**src/rtl/wb_arbiter_2m.sv**
```systemverilog
// rtl/wb_arbiter_2m.sv - two-master round-robin Wishbone arbiter with cyc-locked
// grants, combinational slave mux and a per-strobe watchdog
module wb_arbiter_2m #(
  parameter int unsigned TIMEOUT = 255
) (
  input  logic        HCLK,
  input  logic        HRESET,
  input  logic        m0_cyc_i,
  input  logic        m0_stb_i,
  input  logic        m0_we_i,
  input  logic [31:0] m0_adr_i,
  input  logic [31:0] m0_dat_i,
  input  logic [3:0]  m0_sel_i,
  output logic [31:0] m0_dat_o,
  output logic        m0_ack_o,
  output logic        m0_err_o,
  input  logic        m1_cyc_i,
  input  logic        m1_stb_i,
  input  logic        m1_we_i,
  input  logic [31:0] m1_adr_i,
  input  logic [31:0] m1_dat_i,
  input  logic [3:0]  m1_sel_i,
  output logic [31:0] m1_dat_o,
  output logic        m1_ack_o,
  output logic        m1_err_o,
  output logic        s_cyc_o,
  output logic        s_stb_o,
  output logic        s_we_o,
  output logic [31:0] s_adr_o,
  output logic [31:0] s_dat_o,
  output logic [3:0]  s_sel_o,
  input  logic [31:0] s_dat_i,
  input  logic        s_ack_i,
  input  logic        s_err_i,
  output logic [1:0]  gnt_o,
  output logic        timeout_o
);

  typedef enum logic [1:0] {
    ST_IDLE = 2'd0,
    ST_OWN0 = 2'd1,
    ST_OWN1 = 2'd2
  } state_t;

  localparam logic [15:0] TIMEOUT_CNT = 16'(TIMEOUT);

  state_t      r_st;
  logic        r_last;
  logic [15:0] r_cnt;

  logic        w_own0;
  logic        w_own1;
  logic        w_own_stb;
  logic        w_stall;
  logic        w_abort;
  logic [15:0] w_cnt_next;

  assign w_own0 = (r_st == ST_OWN0);
  assign w_own1 = (r_st == ST_OWN1);

  assign w_own_stb = (w_own0 & m0_stb_i) | (w_own1 & m1_stb_i);
  assign w_stall   = w_own_stb & ~s_ack_i & ~s_err_i;
  // A response landing in the terminal cycle beats the watchdog.
  assign w_abort   = w_stall & (r_cnt == TIMEOUT_CNT);

  assign w_cnt_next = (w_stall && !w_abort) ? r_cnt + 16'd1 : 16'd0;

  always_ff @(posedge HCLK or posedge HRESET) begin
    if (HRESET) begin
      r_st   <= ST_IDLE;
      r_last <= 1'b1;
      r_cnt  <= 16'd0;
    end else begin
      case (r_st)
        ST_IDLE: begin
          r_cnt <= 16'd0;
          if (m0_cyc_i && m1_cyc_i) begin
            r_st   <= r_last ? ST_OWN0 : ST_OWN1;
            r_last <= ~r_last;
          end else if (m0_cyc_i) begin
            r_st   <= ST_OWN0;
            r_last <= 1'b0;
          end else if (m1_cyc_i) begin
            r_st   <= ST_OWN1;
            r_last <= 1'b1;
          end
        end
        ST_OWN0: begin
          if (m0_cyc_i) begin
            r_cnt <= w_cnt_next;
          end else if (m1_cyc_i) begin
            r_st   <= ST_OWN1;
            r_last <= 1'b1;
            r_cnt  <= 16'd0;
          end else begin
            r_st  <= ST_IDLE;
            r_cnt <= 16'd0;
          end
        end
        ST_OWN1: begin
          if (m1_cyc_i) begin
            r_cnt <= w_cnt_next;
          end else if (m0_cyc_i) begin
            r_st   <= ST_OWN0;
            r_last <= 1'b0;
            r_cnt  <= 16'd0;
          end else begin
            r_st  <= ST_IDLE;
            r_cnt <= 16'd0;
          end
        end
        default: begin
          r_st  <= ST_IDLE;
          r_cnt <= 16'd0;
        end
      endcase
    end
  end

  always_comb begin
    s_cyc_o = 1'b0;
    s_we_o  = 1'b0;
    s_adr_o = 32'd0;
    s_dat_o = 32'd0;
    s_sel_o = 4'd0;
    if (w_own0) begin
      s_cyc_o = m0_cyc_i;
      s_we_o  = m0_we_i;
      s_adr_o = m0_adr_i;
      s_dat_o = m0_dat_i;
      s_sel_o = m0_sel_i;
    end else if (w_own1) begin
      s_cyc_o = m1_cyc_i;
      s_we_o  = m1_we_i;
      s_adr_o = m1_adr_i;
      s_dat_o = m1_dat_i;
      s_sel_o = m1_sel_i;
    end
  end

  assign s_stb_o = w_own_stb & ~w_abort;

  assign m0_ack_o = w_own0 & s_ack_i & ~s_err_i;
  assign m1_ack_o = w_own1 & s_ack_i & ~s_err_i;
  assign m0_err_o = w_own0 & (s_err_i | w_abort);
  assign m1_err_o = w_own1 & (s_err_i | w_abort);
  assign m0_dat_o = s_dat_i;
  assign m1_dat_o = s_dat_i;

  assign gnt_o     = {w_own1, w_own0};
  assign timeout_o = w_abort;

endmodule

```
**config.mk**
```make
export PLATFORM = sky130hd
export DESIGN_NAME = wb_arbiter_2m
export DESIGN_NICKNAME = d
export VERILOG_FILES = /design/src/rtl/wb_arbiter_2m.sv
export SDC_FILE = /design/constraint.sdc
export NUM_CORES = 1
export LEC_CHECK = 0
export ABC_AREA = 1
export BUFFER_PORTS_ARGS = -buffer_cell sky130_fd_sc_hd__buf_4
export CAP_MARGIN = 40
export CELL_PAD_IN_SITES_DETAIL_PLACEMENT = 0
export CELL_PAD_IN_SITES_GLOBAL_PLACEMENT = 1
export CORE_MARGIN = 10
export CORE_UTILIZATION = 20
export DETAILED_ROUTE_END_ITERATION = 16
export GPL_TIMING_DRIVEN = 0
export MAX_ROUTING_LAYER = met4
export PLACE_DENSITY = 0.86
export SYNTH_ARGS = -nofsm -noshare
export SYNTH_HDL_FRONTEND = slang
export SYNTH_SLANG_ARGS = --single-unit
export TNS_END_PERCENT = 30
```
**constraint.sdc**
```tcl
create_clock -name HCLK -period 1.71 [get_ports HCLK]
set_input_delay 0.0855 -clock HCLK [delete_from_list [all_inputs] [get_ports HCLK]]
set_output_delay 0.0855 -clock HCLK [all_outputs]
set_load 0.05 [all_outputs]
```
==> impl_metrics.toml <==
[run_status]
status = "finished, violations left"
violations = "negative setup slack"

[clock_network]
clk_path_buf_depth = 2
cts_made_buffers = 3
h-tree-depth = 1
clk_latency_ns = 0.25
cts_sinks = 19
ctsRootBufferMaster = "clkbuf_16"
cts_tree = "done"
path_clk_slew_ns = 0.05

[setup_path]
crit_buf_inv = 3
path_class = "flop to primary output"
cp_max_fo = 4
required_ns = 1.62
arrival_ns = 1.71
startpoint_type = "flop"
crit_chain = "inv_2 -> ha_4 -> buf_8 -> nand2_4 -> a21oi_4 -> nand3_4 -> a21oi_2 -> buf_6"
cpPeakStageDelay_ns = 0.41
setup.worst_path.end_class = "primary output"
slowest_stage = "dfrtp_1"
path_delay_family = "flip-flops"

[pwr]
power_uw = 9430
seqPwrFrac_pct = 5.6
power.switching_uw = 5340
power.leakage_uw = 0.00337
intPower_uw = 4090
power_frac_clock_pct = 5.1
powerDensity_nw_per_um2 = 1490
pwr-share-comb_pct = 89.3
p_sw_share_pct = 56.6
peakVddDrop_mv = 0.988

[route]
drc = 0
vias = 3956
via_per_inst = 4.13
drt-wirelength-per-cell_um = 17.3
first_iter_violations = 121
detail-route-antenna-nets = 0
wl_um = 16600
firstDrtPassIters = 4

[die]
io_pins = 320
core_area_sq_um = 13800
chipWidth_um = 138
start_util_pct = 20.3
core.rowCount = 43
die_area_sq_um = 19100
dieHeight_um = 138

[grt]
antenna_found_initial = 0
use_met2_pct = 28.2
grtUsageTotal_pct = 15.9
use_met1_pct = 18.4
top_usage_layer = "met2"
grt_first_pass_wirelength_um = 23900
grt_max_degree = 20
met3_usage_pct = 3.66
gr-total-overflow = 0
first_global_vias = 4151

[placed_design]
port_buffers = 287
pre_cts_slack_ns = -0.448
dp_hpwl_um = 13700
place.gp.congestion = 0.833

[yosys]
seq_area_frac_synth_pct = 17.0
yosys_warnings = 0
synthCells = 466
avgSynthCellArea_sq_um = 6.01
mappedNetlistArea_sq_um = 2800
ys_ff_latch = 19
synth_cell_type_count = 29
synth_nets = 649

[timing]
finalWorstSetupSlack_ns = -0.0880
skew_ns = 0.00159
setup-violations-final = 36
rsz0062_at_grt = "true"
final_max_slew_viol_count = 0
post-route-period-util_pct = 105
max_freq_mhz = 556
hold_viol_final = 0
max_slew_margin_pct = 51.3
worstMarginPinSlew_ns = 0.730
period_needed_ns = 1.80

[finish]
antenna_cells = 0
final_nets = 963
fill_cells = 1435
synthToLayoutAreaGrowth_pct = 126
drive_gt1_share_pct = 60.6

[worst_hold_path]
hp-class = "input port to flop"

[run]
maxCapViolCount = 0
==> power groups by stage <==
| stage | Sequential, uW | Clock [uW] | Combinational, uW |
|---|---|---|---|
| 2_1_floorplan | 521 | 0 | 4400 |
| 3_3_place_gp | 526 | 0 | 6540 |
| 3_5_place_dp | 526 | 0 | 6550 |
| 4_1_cts | 524 | 492 | 7780 |
| 5_1_grt | 534 | 510 | 8860 |
| 6_report | 529 | 478 | 8430 |
==> worst min-delay path, delay by kind of cell <==
family / cells / cell delay (ns)
buffers and inverters: 1 / 0.12
AND/OR/NAND/NOR: 1 / 0.09
AO/OA/AOI/OAI: 1 / 0.09
==> routing by layer <==
metal / part of all wire (%) / wire (um)
met5: 0 / 0
met4: 0.43 / 71
met1: 42 / 6970
met2: 51 / 8470
met3: 6.6 / 1090
==> cells in the mapped netlist, drive strengths merged <==
master / instances / area (sq um)
nor2: 39 / 253
o21bai: 4 / 30.0
buf: 81 / 584
dfstp: 1 / 26.3
inv: 22 / 82.6
dfrtp: 18 / 450
ha: 5 / 62.6
nand3: 79 / 413
clkinv: 1 / 5.00
o21ai: 6 / 30.0
xor2: 4 / 35.0
clkbuf: 9 / 33.8
xnor2: 3 / 26.3
a21oi: 4 / 23.8
nand2: 183 / 704
o21a: 1 / 7.51
nand4: 4 / 25.0
nor3: 2 / 10.0
==> state kept, by name (all words and copies together), names as in the netlist <==
| register | flops |
|---|---|
| r_st | 2 |
| r_last | 1 |
| r_cnt | 16 |
==> metrics by stage <==
stage	std cells	instance area [sq um]	hold slack, ns	setup TNS (ns)	util, %
after CTS	953	5940	0.148	-2.86	43.0
after detailed placement	933	5200	0.263	-12.44	37.6
final	959	6320	0.176	-0.901	45.7
after global routing	959	6320	0.210	-6.81	45.7
after floorplan	466	2820	0.0359	-0.362	-
after global placement	933	5200	0.253	-11.85	37.6
==> area by class of cell <==
| class | count | area [sq um] | area share (%) |
|---|---|---|---|
| buffer | 87 | 774 | 12.3 |
| clock buffer | 3 | 75.1 | 1.19 |
| clock inverter | 1 | 5.00 | 0.0792 |
| inverter | 23 | 100 | 1.58 |
| multi-input combinational | 334 | 1850 | 29.3 |
| sequential | 19 | 477 | 7.54 |
| tap | 180 | 225 | 3.56 |
| timing repair buffer | 311 | 2800 | 44.3 |
| timing repair inverter | 1 | 11.3 | 0.178 |
==> logic make-up (layout without fill, tap and decap cells) <==
| group | Yosys count | after routing | share of synthesized area, % |
|---|---|---|---|
| buf+inv | 113 | 426 | 25.2 |
| flops | 19 | 19 | 17.0 |
| simple gates | 307 | 307 | 50.1 |
| fa+ha+maj | 5 | 5 | 2.23 |
| compound gates | 15 | 15 | 3.26 |
| xor+xnor | 7 | 7 | 2.19 |
==> cell usage in the layout (no fill, tap or decap), types with 2 or more instances in the layout <==
cell type	synthesis	routed
buf_4	68	291
nand2_1	178	164
buf_6	0	76
nand3_1	77	58
nor2_1	26	26
nand3_2	1	18
buf_8	0	18
dfrtp_1	18	18
inv_1	19	16
nand2_2	4	14
nor2_4	12	12
clkbuf_16	0	8
nand2_4	1	5
o21ai_0	6	5
o21bai_1	4	4
xor2_1	4	4
nand4_1	4	4
inv_2	3	3
nand3_4	1	3
buf_12	1	3
xnor2_1	3	3
ha_4	0	3
clkinv_2	1	2
inv_4	0	2
inv_8	0	2
nor3_2	0	2
a21oi_2	1	2
==> what timing repair did <==
| item | in CTS | in global routing |
|---|---|---|
| hold buffers | 1 | 0 |
| buffers inserted | 11 | 5 |
| cloned | 4 | 4 |
| setup endpoints to repair | 86 | 91 |
| pin swaps | 9 | 20 |
| gates resized for setup | 144 | 71 |
| endpoints found under the hold margin | 13 | 0 |
==> worst paths after layout <==
kind | startpoint | end | cells after the start | slack [ns]
max | r_st[1] | m1_err_o | 8 | -0.09
min | m0_cyc_i | r_st[0] | 3 | 0.18
max reg2reg | r_st[0] | r_cnt[13] | 9 | 0.03
min reg2reg | r_cnt[0] | r_cnt[0] | 1 | 0.49
max in group asynchronous | HRESET | r_cnt[1] | 3 | 0.73
min in group asynchronous | HRESET | r_cnt[11] | 3 | 0.52
No activity file was read; power rests on OpenSTA's default activity.
